File: src/rtl/mesh_core_injector.sv
// Core-side mesh transmitter: stamps source coordinates and a sequence number onto
// core requests and queues them in a show-ahead FIFO feeding the router core input.
module mesh_core_injector #(
    parameter int X       = 0,
    parameter int Y       = 0,
    parameter int COORD_W = 4,
    parameter int DATA_W  = 32,
    parameter int SEQ_W   = 8,
    parameter int DEPTH   = 4
) (
    input  logic                       clk,
    input  logic                       rst,
    input  logic                       req_valid,
    output logic                       req_ready,
    input  logic [COORD_W-1:0]         req_dest_x,
    input  logic [COORD_W-1:0]         req_dest_y,
    input  logic [DATA_W-1:0]          req_data,
    output logic                       pkt_valid,
    input  logic                       pkt_ready,
    output logic [COORD_W-1:0]         pkt_dest_x,
    output logic [COORD_W-1:0]         pkt_dest_y,
    output logic [COORD_W-1:0]         pkt_src_x,
    output logic [COORD_W-1:0]         pkt_src_y,
    output logic [SEQ_W-1:0]           pkt_seq,
    output logic [DATA_W-1:0]          pkt_data,
    output logic [$clog2(DEPTH):0]     count,
    output logic [15:0]                tx_count
);

    localparam int PW = $clog2(DEPTH);
    localparam int CW = PW + 1;

    logic [COORD_W-1:0] dx_r   [DEPTH];
    logic [COORD_W-1:0] dy_r   [DEPTH];
    logic [SEQ_W-1:0]   seq_e_r[DEPTH];
    logic [DATA_W-1:0]  data_r [DEPTH];

    logic [PW-1:0]    wr_ptr_r;
    logic [PW-1:0]    rd_ptr_r;
    logic [CW-1:0]    count_r;
    logic [SEQ_W-1:0] seq_r;
    logic [15:0]      tx_count_r;

    logic full_s;
    logic empty_s;
    logic accept_s;
    logic send_s;

    // Handshake qualifiers; readiness depends only on occupancy so a full FIFO never passes through.
    assign full_s   = (count_r == CW'(DEPTH));
    assign empty_s  = (count_r == CW'(0));
    assign req_ready = !rst && !full_s;
    assign pkt_valid = !empty_s;
    assign accept_s = req_valid && req_ready;
    assign send_s   = pkt_valid && pkt_ready;

    assign pkt_dest_x = dx_r[rd_ptr_r];
    assign pkt_dest_y = dy_r[rd_ptr_r];
    assign pkt_seq    = seq_e_r[rd_ptr_r];
    assign pkt_data   = data_r[rd_ptr_r];
    assign pkt_src_x  = COORD_W'(X);
    assign pkt_src_y  = COORD_W'(Y);
    assign count      = count_r;
    assign tx_count   = tx_count_r;

    // FIFO storage, pointers, occupancy, sequence and transmit counters.
    always_ff @(posedge clk or posedge rst) begin
        if (rst) begin
            for (int i = 0; i < DEPTH; i++) begin
                dx_r[i]    <= COORD_W'(0);
                dy_r[i]    <= COORD_W'(0);
                seq_e_r[i] <= SEQ_W'(0);
                data_r[i]  <= DATA_W'(0);
            end
            wr_ptr_r   <= PW'(0);
            rd_ptr_r   <= PW'(0);
            count_r    <= CW'(0);
            seq_r      <= SEQ_W'(0);
            tx_count_r <= 16'd0;
        end else begin
            if (accept_s) begin
                dx_r[wr_ptr_r]    <= req_dest_x;
                dy_r[wr_ptr_r]    <= req_dest_y;
                seq_e_r[wr_ptr_r] <= seq_r;
                data_r[wr_ptr_r]  <= req_data;
                wr_ptr_r          <= wr_ptr_r + PW'(1);
                seq_r             <= seq_r + SEQ_W'(1);
            end
            if (send_s) begin
                rd_ptr_r   <= rd_ptr_r + PW'(1);
                tx_count_r <= tx_count_r + 16'd1;
            end
            case ({accept_s, send_s})
                2'b10:   count_r <= count_r + CW'(1);
                2'b01:   count_r <= count_r - CW'(1);
                default: count_r <= count_r;
            endcase
        end
    end

endmodule
File: config.mk
export PLATFORM = sky130hd
export DESIGN_NAME = mesh_core_injector
export DESIGN_NICKNAME = d
export VERILOG_FILES = /design/src/rtl/mesh_core_injector.sv
export SDC_FILE = /design/constraint.sdc
export NUM_CORES = 1
export LEC_CHECK = 0
export ABC_CLOCK_PERIOD_IN_PS = 9000
export BUFFER_PORTS_ARGS = -buffer_cell sky130_fd_sc_hd__buf_4
export CORE_MARGIN = 2
export CORE_UTILIZATION = 58
export DETAILED_ROUTE_END_ITERATION = 8
export PLACE_DENSITY_LB_ADDON = 0.25
export SLEW_MARGIN = 20
export SYNTH_ARGS = -nofsm -noshare
export SYNTH_HDL_FRONTEND = slang
export SYNTH_SLANG_ARGS = --single-unit
File: constraint.sdc
create_clock -name clk -period 9 [get_ports clk]
set_input_delay 0.45 -clock clk [delete_from_list [all_inputs] [get_ports clk]]
set_output_delay 0.45 -clock clk [all_outputs]
set_load 0.05 [all_outputs]
Yosys cells after proc, flatten, opt, wreduce, memory -nomap -nowiden
Index checks and enable logic that the tools add are counted.

Flip-flop bits (word level): 223. Bits of input ports: 44. Output and inout bits: 77. Word-level logic and storage cells: 67.

Magnitude comparators: 3. Mux-type cells: 23. Eq/ne operators: 3. Bitwise operators: 2. Add/sub/neg operators: 6. Reduce and logical (&&, ||, !) cells: 9.

Operator list (number): $bwmux 128 (1); $mux 32 (3); $bmux 32 s2 (1); $demux 32 s2 (1); $bwmux 16 (2); $bwmux 32 (1); $mux 8 (3); $mux 4 (5); $add 16x1->16 const B (1); $bmux 4 s2 (2); $bmux 8 s2 (1); $demux 8 s2 (1); $add 8x1->8 const B (1); $demux 4 s2 (1); $ge 3x3->1 const B (2); $not 2->3 (2); $pmux 3 s2 (1); $add 2x1->2 const B (2); $logic_and 1x1->1 (4); $add 3x1->3 const B (1); $eq 3x3->1 const B (1); $logic_not 1->1 (3); $logic_not 3->1 (1); $lt 3x1->1 const B (1); other kinds (4) (4).

Longest topological paths before layout
Word-level depth: 6. Gate-level depth with buffers: 10. Mapped depth without buffers: 9.

Worst setup path before layout
Ideal clock, no wire load.

Kind: reg2reg. From: register count_r[2], in the netlist count[2]. To: register count_r[2], in the netlist count[2]. Period minus slack after synthesis: 2.366 ns. Slack: 6.634 ns. Arrival time: 2.284 ns. Path buffers: 1. Library setup time: 0.082 ns. Stages on the path, launching flop included: 11. Data required time: 8.918 ns. Path through: dfrtp_1 nor3b_2 nor3b_4 buf_2 inv_1 ha_1 inv_1 fa_1 xor2_1 nor2_1 xor2_1.

Word-level cells in the longest chain between the ends: 6. Elaborated cells between the ends (all ways): 13. Those cells by class: add/sub (2); eq/ne (3); mux (1); reduce/logical (7).

Ends and longest elaborated chain: start: declaration (RTL line 40) `logic [CW-1:0] count_r;`; start signal: assignment (RTL line 94) `2'b10: count_r <= count_r + CW'(1);`; start signal: assignment (RTL line 95) `2'b01: count_r <= count_r - CW'(1);`; start signal: assignment (RTL line 96) `default: count_r <= count_r;`; $eq 3x3->1 (RTL line 50) `assign full_s = (count_r == CW'(DEPTH));`; $logic_not 1->1 (RTL line 52) `assign req_ready = !rst && !full_s;`; $logic_and 1x1->1 (RTL line 52); $logic_and 1x1->1 (RTL line 54) `assign accept_s = req_valid && req_ready;`; $eq 2x1->1 / $eq 2x2->1 (equally long branches) (RTL line 93) `case ({accept_s, send_s})`; $pmux 3 s2 / $reduce_bool 2->1 (equally long branches).

Several ways; a longest one is shown, not always the timed one. A chain may end at the register's enable or synchronous reset.

Worst setup path after layout
From: register rd_ptr_r[1]. To: output pkt_dest_x[0].

Word-level cells in the longest chain between the ends: 4.

Ends and longest elaborated chain: start: declaration (RTL line 39) `logic [PW-1:0] rd_ptr_r;`; start signal: assignment (RTL line 90) `rd_ptr_r <= rd_ptr_r + PW'(1);`; $not 2->3 (implied by the code) (RTL line 57) `assign pkt_dest_x = dx_r[rd_ptr_r];`; $bmux 4 s2 (RTL line 57); $mux 4 (implied by the code) (2 in a row) (RTL line 57); end: declaration (RTL line 20) `output logic [COORD_W-1:0] pkt_dest_x,`.

Every way passes these cells. The select of a mux whose other input is x is not followed.

==> qor.txt <==
status - completed
Initial Util - 59.1%
Post-synth top cells - 223 x dfrtp_1, 114 x mux2_2, 80 x mux2_4, 48 x mux4_2, 17 x xnor2_1
top cell type's share of synthesized area - 54.8%
Worst-Margin Slew - 1000 ps
startpoint types - register
Top Ports - 121
cell area after synthesis - 10200 um^2
Die Y - 137 um
htree depth - 1
final hold viol count - 0
Hold Buf Count CTS - 0
initial antenna violation count - 0
asr flop ratio synth - 100%
Pre-Repair DR Iteration Count - 4
Total Neg Setup Slack - 0 ps
vias in the first global route - 6044
via-per-instance ratio - 5.70
Crit Path Max Fanout - 38
CTS tree - done
PortBufs - 112
RSZ-0062 raised after global routing - no
layout overhead on the synthesized area - 16.4%
Syn Inst Count - 602
min Tclk post-route - 2940 ps
1st-iter DRT viols - 230
Ant. Diodes - 0
Rows - 48
clk_lat worst skew - 500 ps
worst r2r dst - data_r[87]
fillcell total - 1158
clk sinks - 223
Num CTS Buffers - 23
Worst R2R Setup Slack - 6420 ps
Reg2Reg Depth - 4
Routability Congestion - 0.740
Vias - 5398
nets - 760
share of layout cells above drive strength 1 - 56.0%
dpl cell area - 11000 um^2
Post-synth EDFFs - 0
slew margin rel. - 33.3%
maxcap violations - 0
Final Cell Area - 11900 um^2
fmax - 0.340 GHz
required time of the critical path - 8550 ps
max-slew violations - 0
Max Buffers Root-to-Sink - 3
final WL - 20000 um
Worst-path clk slew - 60 ps
post_cts resized - 0
Synth Warn # - 0
final setup violating endpoints - 0
Yosys top cell by area - dfrtp_1
endpoint class of the critical path - output port
Hold Crit Class - primary input to asynchronous set/reset pin
post-synthesis sequential area ratio - 54.8%
reg2reg start - count[2]
root buffer cell - clkbuf_16
ys flop type - dfrtp_1
most frequent cell after synthesis - dfrtp_1
largest net degree at the start of global routing - 145
wire per inst - 21.1 um
total gr overflow - 0
postcts setup bufs - 0
DRC - 0
period utilisation layout - 32.7%
WP data arrival - 2490 ps
Final ANT Viol Nets - 0
leading post-synthesis cells by cell area - dfrtp_1 55%, mux2_2 13%, mux2_4 12%
first-pass GRT wire length - 32800 um
die area - 18600 um^2
Post-DP HPWL - 11800 um
critical path class - register to output port
number of library cell types mapped by synthesis - 34
die width - 137 um
Core Area - 17200 um^2
gr usage total - 22.5%
syn_area_per_cell - 16.9 um^2
Final Skew - 8.73 ps
synthesized flop and latch total - 223
## metal layers
| metal | vias to the layer above | track usage (%) | wire length (um) |
|---|---|---|---|
| li1 | 2377 | - | - |
| met1 | 2868 | 32.4 | 8800 |
| met2 | 125 | 36.4 | 9840 |
| met3 | 28 | 3.96 | 1050 |
| met4 | 0 | 5.27 | 296 |
| met5 | - | 0 | 0 |
## worst max path at each step
stage,startpoint,to,slack (ps),depth (start not counted)
after floorplan,rst,count[0],2440,1
after global placement,rst,data_r[78],6440,4
after detailed placement,rst,data_r[20],6430,4
after CTS,rd_ptr_r[0],pkt_seq[7],5930,2
after global routing,rd_ptr_r[1],pkt_dest_x[0],5970,3
final,rd_ptr_r[1],pkt_dest_x[0],6060,3
## cells in the final DEF (no fill, tap or decap), types with 2 or more instances in the layout
master and instances:
nor2_1 6, and2_1 2, buf_4 114, nand3_1 6, mux4_2 48, inv_1 12, clkbuf_1 4, xor2_1 11
nand2_1 6, nor3_1 4, dfrtp_1 221, mux2_4 80, and2_4 4, xnor2_1 17, nor4_1 3, or3_1 2
nand4_1 4, conb_1 8, bufinv_16 4, clkbuf_16 23, mux2_2 114, clkbuf_8 6, ha_1 7
## area by class of cell
class,instances,area (um^2),share of cell area [%]
Clock inverter,6,134,1.13
Tap cell,225,282,2.37
Multi-Input combinational cell,332,4240,35.8
Sequential cell,223,5590,47.1
Inverter,13,56.3,0.475
Timing Repair Buffer,115,883,7.45
Clock buffer,33,673,5.68
## per-stage QoR
stage / hold WS, ps / std cells / utilization [%] / setup slack [ps]
2_1_floorplan: 475 / 609 / - / 2440
3_3_place_gp: 459 / 907 / 63.9 / 6440
3_5_place_dp: 491 / 907 / 63.9 / 6430
4_1_cts: 182 / 946 / 68.6 / 5930
5_1_grt: 185 / 947 / 68.8 / 5970
6_report: 168 / 947 / 68.8 / 6060
## critical path, stage by stage (launching register included)
cell     delay (ps)
dfrtp_2         600
buf_4           590
mux4_2          580
buf_4           210
## state kept, by name, summed over array words and instances, names as in the netlist
| register | flops |
|---|---|
| data_r | 128 |
| seq_e_r | 32 |
| dx_r | 16 |
| dy_r | 16 |
| tx_count | 16 |
| seq_r | 8 |
| count | 3 |
| rd_ptr_r | 2 |
| wr_ptr_r | 2 |
## logic make-up after synthesis
group / after synthesis / synth area share (%)
AOI/OAI and AO/OA: 2 / 0.135
xor gates and xnor gates: 28 / 2.41
adders and majority gates: 8 / 1.06
buffers and inverters: 54 / 3.86
DFF: 223 / 54.8
muxes: 243 / 35.1
other: 1 / 0.0368
and+or+nand+nor: 43 / 2.65
Power is left out: the tool's default activity adds up to more than one toggle a clock period on the data nets, which glitch-free logic cannot reach.
